File: src/rtl/spi_pkg.sv
// Shared constants and FSM state type for the SPI register-write slave.
package spi_pkg;

  localparam int SPI_MODE          = 3;
  localparam int LSB_FIRST         = 1;
  localparam int BYTES_PER_CS      = 4;
  localparam int CLKS_PER_HALF_BIT = 8;

  // Byte positions within one chip-select frame.
  localparam int ADDR_LSB = 0;
  localparam int ADDR_MSB = 1;
  localparam int DATA_LSB = 2;
  localparam int DATA_MSB = 3;

  typedef enum logic [1:0] {
    IDLE   = 2'd0,
    ACTIVE = 2'd1,
    COMMIT = 2'd2
  } spi_state_t;

endpackage

File: src/rtl/spi_edge_sync.sv
// Multi-stage synchronizer with rise/fall detection on the synchronized level.
module spi_edge_sync #(
  parameter int   STAGES  = 2,
  parameter logic RST_VAL = 1'b1
) (
  input  logic clk,
  input  logic nRst,
  input  logic d,
  output logic q,
  output logic rise,
  output logic fall
);

  logic [STAGES-1:0] chain;
  logic              dly;

  // Shift the pin through the synchronizer and keep a delayed copy of the last stage.
  always_ff @(posedge clk or negedge nRst) begin
    if (!nRst) begin
      chain <= {STAGES{RST_VAL}};
      dly   <= RST_VAL;
    end else begin
      chain <= {chain[STAGES-2:0], d};
      dly   <= chain[STAGES-1];
    end
  end

  assign q    = chain[STAGES-1];
  assign rise = chain[STAGES-1] & ~dly;
  assign fall = ~chain[STAGES-1] & dly;

endmodule

File: src/rtl/spi_slave_regif.sv
// SPI mode-3 LSB-first slave: 4-byte address/data write frames into a register file,
// with a 16-bit read-back word shifted out during the data bytes.
module spi_slave_regif
  import spi_pkg::*;
#(
  parameter int SYNC_STAGES  = 2,
  parameter int BYTES_PER_CS = 4
) (
  input  logic        clk40M,
  input  logic        nRst,
  input  logic        spi_clk,
  input  logic        sl,
  input  logic        mosi,
  output logic        miso,
  output logic        miso_oe,
  input  logic [15:0] i_rd_data,
  output logic        o_wr_valid,
  output logic [15:0] o_wr_addr,
  output logic [15:0] o_wr_data,
  output logic        o_frame_err,
  output logic        o_busy
);

  localparam int         NBITS      = BYTES_PER_CS * 8;
  localparam logic [5:0] FRAME_BITS = 6'(NBITS);
  localparam logic [5:0] CNT_SAT    = 6'(NBITS + 1);
  localparam logic [3:0] FLUSH_CYC  = 4'(SYNC_STAGES + 1);

  logic sclk_lvl, sclk_rise, sclk_fall;
  logic cs_lvl, cs_rise, cs_fall;
  logic [SYNC_STAGES-1:0] mosi_chain;
  logic mosi_s;

  spi_edge_sync #(.STAGES(SYNC_STAGES), .RST_VAL(1'b1)) u_sclk_sync (
    .clk(clk40M), .nRst(nRst), .d(spi_clk), .q(sclk_lvl), .rise(sclk_rise), .fall(sclk_fall)
  );

  spi_edge_sync #(.STAGES(SYNC_STAGES), .RST_VAL(1'b1)) u_cs_sync (
    .clk(clk40M), .nRst(nRst), .d(sl), .q(cs_lvl), .rise(cs_rise), .fall(cs_fall)
  );

  // Plain synchronizer for mosi, same depth as the clock/select path so data aligns with sclk_rise.
  always_ff @(posedge clk40M or negedge nRst) begin
    if (!nRst) begin
      mosi_chain <= {SYNC_STAGES{1'b0}};
    end else begin
      mosi_chain <= {mosi_chain[SYNC_STAGES-2:0], mosi};
    end
  end
  assign mosi_s = mosi_chain[SYNC_STAGES-1];

  // After reset, wait for the sync chain to flush and then for sl to be seen high, so a
  // frame interrupted by reset is ignored until its select is released.
  logic [3:0] flush_cnt;
  logic       armed;
  always_ff @(posedge clk40M or negedge nRst) begin
    if (!nRst) begin
      flush_cnt <= 4'd0;
      armed     <= 1'b0;
    end else if (flush_cnt != FLUSH_CYC) begin
      flush_cnt <= flush_cnt + 4'd1;
      armed     <= 1'b0;
    end else begin
      flush_cnt <= flush_cnt;
      armed     <= armed | cs_lvl;
    end
  end

  spi_state_t state, state_next;
  logic [5:0]       bit_cnt, bit_cnt_next;
  logic [NBITS-1:0] rx_sr, rx_next;
  logic [NBITS-1:0] tx_sr, tx_next;
  logic             first_fall, first_next;
  logic [15:0]      addr_next, data_next;
  logic             valid_next, err_next, miso_next;

  // FSM state register.
  always_ff @(posedge clk40M or negedge nRst) begin
    if (!nRst) begin
      state <= IDLE;
    end else begin
      state <= state_next;
    end
  end

  // Next-state and datapath next values; a cs_rise in the same cycle as sclk_rise
  // still counts that bit before COMMIT looks at the count.
  always_comb begin
    state_next   = state;
    bit_cnt_next = bit_cnt;
    rx_next      = rx_sr;
    tx_next      = tx_sr;
    first_next   = first_fall;
    addr_next    = o_wr_addr;
    data_next    = o_wr_data;
    valid_next   = 1'b0;
    err_next     = 1'b0;
    case (state)
      IDLE: begin
        // Mode 3: clock must be at its idle-high level when select falls.
        if (cs_fall && armed && sclk_lvl) begin
          state_next   = ACTIVE;
          bit_cnt_next = 6'd0;
          tx_next      = {i_rd_data, {(NBITS-16){1'b0}}};
          first_next   = 1'b1;
        end else begin
          state_next = IDLE;
        end
      end
      ACTIVE: begin
        if (sclk_rise) begin
          rx_next      = {mosi_s, rx_sr[NBITS-1:1]};
          bit_cnt_next = (bit_cnt == CNT_SAT) ? CNT_SAT : bit_cnt + 6'd1;
        end else begin
          rx_next = rx_sr;
        end
        if (sclk_fall) begin
          first_next = 1'b0;
          tx_next    = first_fall ? tx_sr : {1'b0, tx_sr[NBITS-1:1]};
        end else begin
          first_next = first_fall;
        end
        if (cs_rise) begin
          state_next = COMMIT;
        end else begin
          state_next = ACTIVE;
        end
      end
      COMMIT: begin
        state_next = IDLE;
        if (bit_cnt == FRAME_BITS) begin
          addr_next  = {rx_sr[ADDR_MSB*8 +: 8], rx_sr[ADDR_LSB*8 +: 8]};
          data_next  = {rx_sr[DATA_MSB*8 +: 8], rx_sr[DATA_LSB*8 +: 8]};
          valid_next = 1'b1;
        end else if (bit_cnt != 6'd0) begin
          err_next = 1'b1;
        end else begin
          valid_next = 1'b0;
        end
      end
      default: begin
        state_next = IDLE;
      end
    endcase
    miso_next = (state_next == ACTIVE) ? tx_next[0] : 1'b0;
  end

  // Datapath and registered outputs.
  always_ff @(posedge clk40M or negedge nRst) begin
    if (!nRst) begin
      bit_cnt     <= 6'd0;
      rx_sr       <= {NBITS{1'b0}};
      tx_sr       <= {NBITS{1'b0}};
      first_fall  <= 1'b0;
      o_wr_addr   <= 16'h0000;
      o_wr_data   <= 16'h0000;
      o_wr_valid  <= 1'b0;
      o_frame_err <= 1'b0;
      o_busy      <= 1'b0;
      miso        <= 1'b0;
      miso_oe     <= 1'b0;
    end else begin
      bit_cnt     <= bit_cnt_next;
      rx_sr       <= rx_next;
      tx_sr       <= tx_next;
      first_fall  <= first_next;
      o_wr_addr   <= addr_next;
      o_wr_data   <= data_next;
      o_wr_valid  <= valid_next;
      o_frame_err <= err_next;
      o_busy      <= (state_next == ACTIVE);
      miso        <= miso_next;
      miso_oe     <= ~cs_lvl;
    end
  end

endmodule

File: config.mk
export PLATFORM = sky130hd
export DESIGN_NAME = spi_slave_regif
export DESIGN_NICKNAME = d
export VERILOG_FILES = /design/src/rtl/spi_pkg.sv /design/src/rtl/spi_edge_sync.sv /design/src/rtl/spi_slave_regif.sv
export SDC_FILE = /design/constraint.sdc
export NUM_CORES = 1
export LEC_CHECK = 0
export CORE_MARGIN = 1.5
export CORE_UTILIZATION = 25
export CTS_CLUSTER_SIZE = 25
export DETAILED_ROUTE_END_ITERATION = 6
export PLACE_DENSITY = 0.41
export SLEW_MARGIN = 15
export SYNTH_ARGS = -nofsm -noshare
export SYNTH_HDL_FRONTEND = slang
export SYNTH_HIERARCHICAL = 1
export SYNTH_SLANG_ARGS = --single-unit
File: constraint.sdc
create_clock -name clk40M -period 2.96 [get_ports clk40M]
set_clock_uncertainty 0.05 [all_clocks]
set_input_delay 0.296 -clock clk40M [delete_from_list [all_inputs] [get_ports clk40M]]
set_output_delay 0.296 -clock clk40M [all_outputs]
set_load 0.05 [all_outputs]
==> results.yml, run 1 <==
drt:
  drc: 0
  ant_nets: 0
  vias: 2731
  drt_first_pass_iters: 4
  viasPerCell: 4.14
  route.detailed.wl_per_inst_um: 13.5
  initialDrtViolationCount: 133
  routed_wl_um: 8900
synth:
  avgSynthCellArea_um2: 15.6
  yosys.area.top_type: "dfrtp_1"
  yosysSeqAreaShare: 0.629
  synth_top_area_frac: 0.597
  synth_nets: 339
  synth_cells: 314
  synthDistinctLibCells: 41
  synth_edf_count: 0
  ys.warnings.count: 6
  ys_seq_elements: 123
  ys.flop_type: "dfrtp_1"
  synth_area_um2: 4900
  async_flop_share: 1.00
  yosysMostFrequentCell: "dfrtp_1"
  yosys-top-cells-count: "117 x dfrtp_1, 32 x a22o_1, 29 x mux2_2"
  synth_area_leaders: "dfrtp_1 60%, mux2_4 8.0%, mux2_2 6.7%"
pwr:
  p_per_area_nw_per_um2: 696
  power_leakage_nw: 2.95
  ir_drop_mv: 0.416
cells_and_area:
  area_growth_pct: 29.0
  fin_area_um2: 6320
  fin_cells: 659
  nNetsFinal: 406
  fin_util: 0.327
  drive_above_1_share: 0.277
  antenna-diode-count: 0
sta:
  max_freq_ghz: 0.505
  rsz0062_at_grt: "false"
  fin_tns_setup_ps: 0
  setup_viol: 0
  final_max_slew_viol_count: 0
  min_period_ps: 1980
  hold_slack_ps: 244
  worst_slew_pin_slew_ps: 759
  hold_violations: 0
  min_period_over_period: 0.669
  slew_headroom: 0.494
critical_path:
  cp-start-kind: "flop"
  crit_type: "flop to flop"
  slowest_stage: "nor2_8"
  path_cells: "nor3_2 > nand2_2 > nor2_8 > mux2_1"
  cp_slowest_stage_delay_ps: 620
  crit_arrival_ps: 2220
  r2r_start: "bit_cnt[2]$_DFFE_PN0P_"
  required_ps: 3200
  crit_path_max_fanout: 33
  crit_start: "bit_cnt[2]$_DFFE_PN0P_"
  cp-end-kind: "flop"
floorplanning:
  fp.dieW_um: 143
  pin_count: 58
  rows: 51
  coreArea_um2: 19300
  dieHeight_um: 143
  initial_core_util: 0.254
  die_area_um2: 20500
place:
  routabilityCongestion: 0.672
  portBuffers: 57
  post-place-cells: 626
  hpwl_um: 5450
  postPlaceCellArea_um2: 5710
grt:
  grt_util_met1: 0.120
  grt.busiest_layer: "met2"
  grt_util_all_layers: 0.0970
  use_met3: 0.0389
  antenna_found_initial: 0
  grt_pass1_vias: 2931
  use_met2: 0.145
  grt_first_pass_wirelength_um: 15100
  grt_max_degree: 63
  overflow: 0
clock_network:
  root_buffer: "clkbuf_16"
  postCtsSetupRepairBufs: 0
  cts_tree: "done"
  cts.sinks: 123
  worstSkewPairLatency_ps: 410
  path_clk_slew_ps: 60
  htreeDepth: 4
  clk_path_buf_depth: 2
  numCtsBuffers: 17
hold_path:
  min_from: "sl"
  hp-class: "primary input to flop"
flow_run:
  maxCapViolations: 0
status:
  outcome: "completed"
-- layout by cell type, fill, tap and decap left out, types with 2 or more instances in the layout --
master	n
dfrtp_1	117
clkdlybuf4s50_1	56
a22o_1	32
mux2_2	29
mux2_4	26
clkbuf_16	17
a21o_1	15
mux2_1	10
nand3_1	10
dfstp_2	6
clkinv_4	5
buf_4	5
o21ai_0	4
nand2_1	4
ha_1	4
clkinvlp_4	4
nand3b_1	3
inv_1	3
nor2b_1	3
nor3b_1	3
xnor2_1	3
bufinv_16	3
nor2_2	2
nor2_1	2
nor3_2	2
or3_1	2
o211ai_1	2
clkinv_2	2
and2b_2	2
-- flip-flops by register name (all words and copies together), names as in the netlist, 2 cells and up --
| name | cells |
|---|---|
| rx_sr | 32 |
| tx_sr | 32 |
| flush_cnt | 4 |
| u_sclk_sync/chain | 2 |
| o_wr_addr | 16 |
| o_wr_data | 16 |
| bit_cnt | 6 |
| mosi_chain | 2 |
| u_cs_sync/chain | 2 |
| state | 2 |
-- cells by family (layout without fill, tap and decap cells) --
group | count (synthesis) | count (layout) | synth area share
mux | 66 | 66 | 0.171
compound gates | 58 | 58 | 0.0949
xor+xnor | 3 | 3 | 0.00536
fa+ha+maj | 4 | 4 | 0.0102
simple gates | 42 | 42 | 0.0579
flops | 123 | 123 | 0.629
buf+inv | 18 | 98 | 0.0309
-- per-layer routing --
metal	vias to the layer above	wire length, um
met2	71	3910
li1	1283	-
met5	-	0
met1	1364	4270
met4	0	155
met3	13	563
-- power breakdown --
group          internal, mW  total (mW)  leakage, nW  switching (mW)
clock network          1.32        2.09        0.282           0.765
registers              1.84        1.95         1.64           0.111
logic                 0.181       0.365         1.02           0.184
total                  3.34        4.40         2.95            1.06
-- timing repair --
| action | in CTS | in global routing |
|---|---|---|
| hold buffers | 1 | 0 |
| gates resized for setup | 0 | 0 |
| setup endpoints to repair | 0 | 0 |
| endpoints found under the hold margin | 43 | 0 |
-- worst max-delay path, delay by kind of cell (launching register included) --
kind / cells / cell delay [ps]
AND/OR/NAND/NOR: 3 / 990
flip-flops: 1 / 430
multiplexers: 1 / 380
-- layout make-up --
type,instances,area (um2)
fillers,1899,13000
flip-flops and latches,123,3090
multi-input cells,173,1670
repair buffers,63,628
clock buffers,18,429
well taps,265,332
clock inverters,14,174
inverters,3,11.3
-- path summary, 6_finish.rpt --
| path | end | slack (ps) | cells after the start |
|---|---|---|---|
| worst max-delay path | o_wr_addr[5]$_DFFE_PN0P_ | 980 | 4 |
| worst min-delay path | u_cs_sync/chain[0]$_DFF_PN1_ | 240 | 1 |
| worst max register to register | o_wr_addr[5]$_DFFE_PN0P_ | 980 | 4 |
| worst min register to register | mosi_chain[1]$_DFF_PN0_ | 300 | 0 |
| max in group asynchronous | u_cs_sync/dly$_DFF_PN1_ | 1700 | 3 |
| min in group asynchronous | o_wr_addr[12]$_DFFE_PN0P_ | 380 | 2 |
-- per-stage QoR --
step / total power, mW / worst slack, ps
2_1_floorplan: 2.21 / 1300
3_3_place_gp: 2.34 / 997
3_5_place_dp: 2.35 / 951
4_1_cts: 4.47 / 938
5_1_grt: 4.62 / 863
6_report: 4.40 / 980
(Power assumes the default switching activity.)
==> run 2: changes to the inputs <==
- clock period: 2.96 -> 1.9 ns (I/O delays scaled with it)
==> results.yml, run 2 (same netlist as run 1, synthesis figures left out) <==
clock_network:
  worstSkewPairLatency_ps: 410
  cts_tree: "done"
  clk_path_buf_depth: 2
  cts.sinks: 123
  numCtsBuffers: 17
  path_clk_slew_ps: 60
  root_buffer: "clkbuf_16"
  htreeDepth: 4
  postCtsSetupRepairBufs: 0
floorplanning:
  fp.dieW_um: 143
  dieHeight_um: 143
  coreArea_um2: 19300
  rows: 51
  die_area_um2: 20500
  initial_core_util: 0.254
  pin_count: 58
grt:
  antenna_found_initial: 0
  grt_util_all_layers: 0.0961
  grt_max_degree: 36
  overflow: 0
  grt_pass1_vias: 2895
  grt_first_pass_wirelength_um: 14800
critical_path:
  required_ps: 1660
  path_buf_inv: 1
  cp-end-kind: "primary output"
  cp-start-kind: "flop"
  crit_arrival_ps: 1610
  r2r.worst_path.cells: 4
  slowest_stage: "clkdlybuf4s50_1"
  crit_type: "flop to primary output"
  worst-path-stages: 1
  path_cells: "clkdlybuf4s50_1"
  cp_top_family: "buffers and inverters"
  crit_path_max_fanout: 2
  cp_slowest_stage_delay_ps: 820
pwr:
  intPower_mw: 5.49
  p_sw_mw: 1.59
  p_per_area_nw_per_um2: 1090
  p_comb_frac: 0.083
  total_power_mw: 7.09
  ir_drop_mv: 0.547
  p_sw_frac: 0.225
  power_leakage_nw: 3.05
  power_frac_seq: 0.428
  power_frac_clock: 0.488
sta:
  min_period_over_period: 0.973
  final_max_slew_viol_count: 0
  worst_slew_pin_slew_ps: 535
  rsz0062_at_grt: "false"
  slew_headroom: 0.642
  max_freq_ghz: 0.541
  fin_tns_setup_ps: 0
  setup_viol: 0
  hold_violations: 0
  min_period_ps: 1850
cells_and_area:
  fin_cells: 669
  nNetsFinal: 416
  final_common_cell: "dfrtp_1"
  area_growth_pct: 32.1
  top_regs: "rx_sr (32), tx_sr (32)"
  fin_util: 0.335
  antenna-diode-count: 0
  final_cell_mix: "117 x dfrtp_1, 55 x clkdlybuf4s50_1, 32 x a22o_1, 29 x mux2_2, 26 x mux2_4"
  drive_above_1_share: 0.295
drt:
  viasPerCell: 4.10
  vias: 2745
  drt_first_pass_iters: 4
  dr_wl_met2_um: 3790
  m1WireLength_um: 4290
  initialDrtViolationCount: 105
  routed_wl_um: 8800
  route.detailed.wl_per_inst_um: 13.2
  ant_nets: 0
  top_layer: "met4"
  wl_met3_um: 517
  drc: 0
place:
  portBuffers: 57
  post-place-cells: 635
  hpwl_um: 5630
  routabilityCongestion: 0.707
flow_run:
  maxCapViolations: 0
hold_path:
  hold_depth: 1
  hp-class: "primary input to flop"
status:
  outcome: "completed"
-- run 2: final timing paths --
kind | startpoint | endpoint | slack (ps)
min in group asynchronous | nRst | o_wr_addr[7]$_DFFE_PN0P_ | 250
max in group asynchronous | nRst | tx_sr[0]$_DFF_PN0_ | 920
hold / removal | sl | u_cs_sync/chain[0]$_DFF_PN1_ | 130
hold reg to reg | mosi_chain[0]$_DFF_PN0_ | mosi_chain[1]$_DFF_PN0_ | 300
setup reg to reg | u_sclk_sync/chain[1]$_DFF_PN1_ | rx_sr[27]$_DFFE_PN0P_ | 120
setup / recovery | o_wr_addr[15]$_DFFE_PN0P_ | o_wr_addr[15] | 50
-- run 2: timing repair --
item,CTS,global route
setup endpoints to repair,13,34
gates resized for setup,0,3
hold buffers,1,0
cloned,0,1
pin swaps,1,1
hold endpoints to repair,30,0
-- run 2: cell type report --
cell class / instances / area (um2)
clock buffer: 22 / 484
clock inverter: 10 / 161
fill: 1881 / 12900
inverter: 3 / 11.3
multi-input combinational: 174 / 1680
sequential: 123 / 3090
tap: 265 / 332
timing repair buffer: 72 / 727
-- run 2: routing by layer --
layer / track usage / up-vias
met4: 0.0581 / 0
met1: 0.126 / 1348
met2: 0.131 / 70
met3: 0.0389 / 15
met5: 0 / -
li1: - / 1312
-- run 2: power groups by stage --
stage | Sequential (mW) | Combinational (mW) | Clock [mW]
2_1_floorplan | 3.05 | 0.390 | 0
3_3_place_gp | 3.08 | 0.585 | 0
3_5_place_dp | 3.08 | 0.597 | 0
4_1_cts | 3.03 | 0.602 | 3.57
5_1_grt | 3.07 | 0.663 | 3.69
6_report | 3.04 | 0.591 | 3.46
-- run 2: stage by stage --
stage | hold WS (ps) | instance area, um2 | worst slack, ps
after floorplan | -156 | 4900 | 244
after global routing | 125 | 6480 | 1.25
after detailed placement | 152 | 5800 | 12.1
after CTS | 107 | 6460 | 7.20
final | 131 | 6480 | 51.1
after global placement | 151 | 5800 | 44.3
==> run 3: changes to the inputs <==
- SKIP_CTS_REPAIR_TIMING: unset -> 1
==> results.yml, run 3 (same netlist as run 1, synthesis figures left out) <==
place:
  routabilityCongestion: 0.707
  post-place-cells: 635
  portBuffers: 57
  postPlaceCellArea_um2: 5800
  hpwl_um: 5630
critical_path:
  crit_start: "o_wr_addr[15]$_DFFE_PN0P_"
  r2r_start: "u_sclk_sync/chain[1]$_DFF_PN1_"
  path_buf_inv: 1
  cp_slowest_stage_delay_ps: 820
  cp-start-kind: "flop"
  cp-end-kind: "primary output"
  crit_type: "flop to primary output"
  crit_arrival_ps: 1610
  cp_top_family: "buffers and inverters"
  required_ps: 1660
  crit_path_max_fanout: 2
  slowest_stage: "clkdlybuf4s50_1"
  path_cells: "clkdlybuf4s50_1"
cells_and_area:
  fin_cells: 669
  drive_above_1_share: 0.295
  top_regs: "rx_sr (32), tx_sr (32)"
  fin_area_um2: 6480
  nFillCells: 1881
  antenna-diode-count: 0
  nNetsFinal: 416
  area_growth_pct: 32.1
  final_cell_mix: "117 x dfrtp_1, 55 x clkdlybuf4s50_1, 32 x a22o_1, 29 x mux2_2, 26 x mux2_4"
  multi_input_area_um2: 1680
  final_common_cell: "dfrtp_1"
  register_area_um2: 3090
pwr:
  power_leakage_nw: 3.05
  total_power_mw: 7.09
  ir_drop_mv: 0.548
  p_per_area_nw_per_um2: 1090
floorplanning:
  coreArea_um2: 19300
  initial_core_util: 0.254
  die_area_um2: 20500
  rows: 51
  pin_count: 58
  fp.dieW_um: 143
  dieHeight_um: 143
status:
  outcome: "completed"
flow_run:
  maxCapViolations: 0
clock_network:
  clk_path_buf_depth: 2
  worstSkewPairLatency_ps: 410
  numCtsBuffers: 17
  root_buffer: "clkbuf_16"
  htreeDepth: 4
  path_clk_slew_ps: 50
  cts.sinks: 123
  cts_tree: "done"
sta:
  hold_violations: 0
  min_period_ps: 1850
  setup_viol: 0
  slew_headroom: 0.642
  final_max_slew_viol_count: 0
  min_period_over_period: 0.973
  hold_slack_ps: 131
  max_freq_ghz: 0.541
  worst_slew_pin_slew_ps: 535
  rsz0062_at_grt: "false"
grt:
  grt_util_all_layers: 0.0961
  overflow: 0
  grt_max_degree: 36
  antenna_found_initial: 0
  grt_first_pass_wirelength_um: 14800
  grt_pass1_vias: 2893
drt:
  vias: 2736
  drt_first_pass_iters: 4
  routed_wl_um: 8820
  route.detailed.wl_per_inst_um: 13.2
  drc: 0
  initialDrtViolationCount: 104
  ant_nets: 0
  viasPerCell: 4.09
hold_path:
  min_from: "sl"
  hp-class: "primary input to flop"
run 3: cell counts in the layout (fill, tap and decap cells not counted):
No cell type changed its count.
run 3: cell type report:
class / instances / area share
Tap cell: 265 / 0.0512
Clock inverter: 10 / 0.0249
Multi-Input combinational cell: 174 / 0.259
Inverter: 3 / 0.00174
Timing Repair Buffer: 72 / 0.112
Sequential cell: 123 / 0.476
Clock buffer: 22 / 0.0748
run 3: worst paths after layout:
kind,endpoint,slack [ps],depth (start not counted)
min in group asynchronous,o_wr_addr[7]$_DFFE_PN0P_,250,2
worst max-delay path,o_wr_addr[15],50,1
max in group asynchronous,tx_sr[0]$_DFF_PN0_,920,3
worst min register to register,mosi_chain[1]$_DFF_PN0_,300,0
worst min-delay path,u_cs_sync/chain[0]$_DFF_PN1_,130,1
worst max register to register,rx_sr[27]$_DFFE_PN0P_,120,4
run 3: metrics by stage:
stage          setup slack [ps]  utilization  setup TNS (ps)
2_1_floorplan               244            -               0
3_3_place_gp               44.3        0.300               0
3_5_place_dp               12.1        0.300               0
4_1_cts                   -15.5        0.334            -107
5_1_grt                    1.25        0.335               0
6_report                   50.5        0.335               0
run 3: layer usage:
metal	share of wire	GRT usage	vias up	wire length, um
met2	0.43	0.131	73	3770
li1	-	-	1307	-
met3	0.059	0.0389	16	523
met5	0	0	-	0
met1	0.49	0.126	1340	4330
met4	0.023	0.0581	0	200
run 3: report_power, final:
group          leakage (nW)  internal, mW  switching (mW)
clock                 0.309          2.33            1.13
sequential             1.64          2.86           0.171
combinational          1.10         0.295           0.297
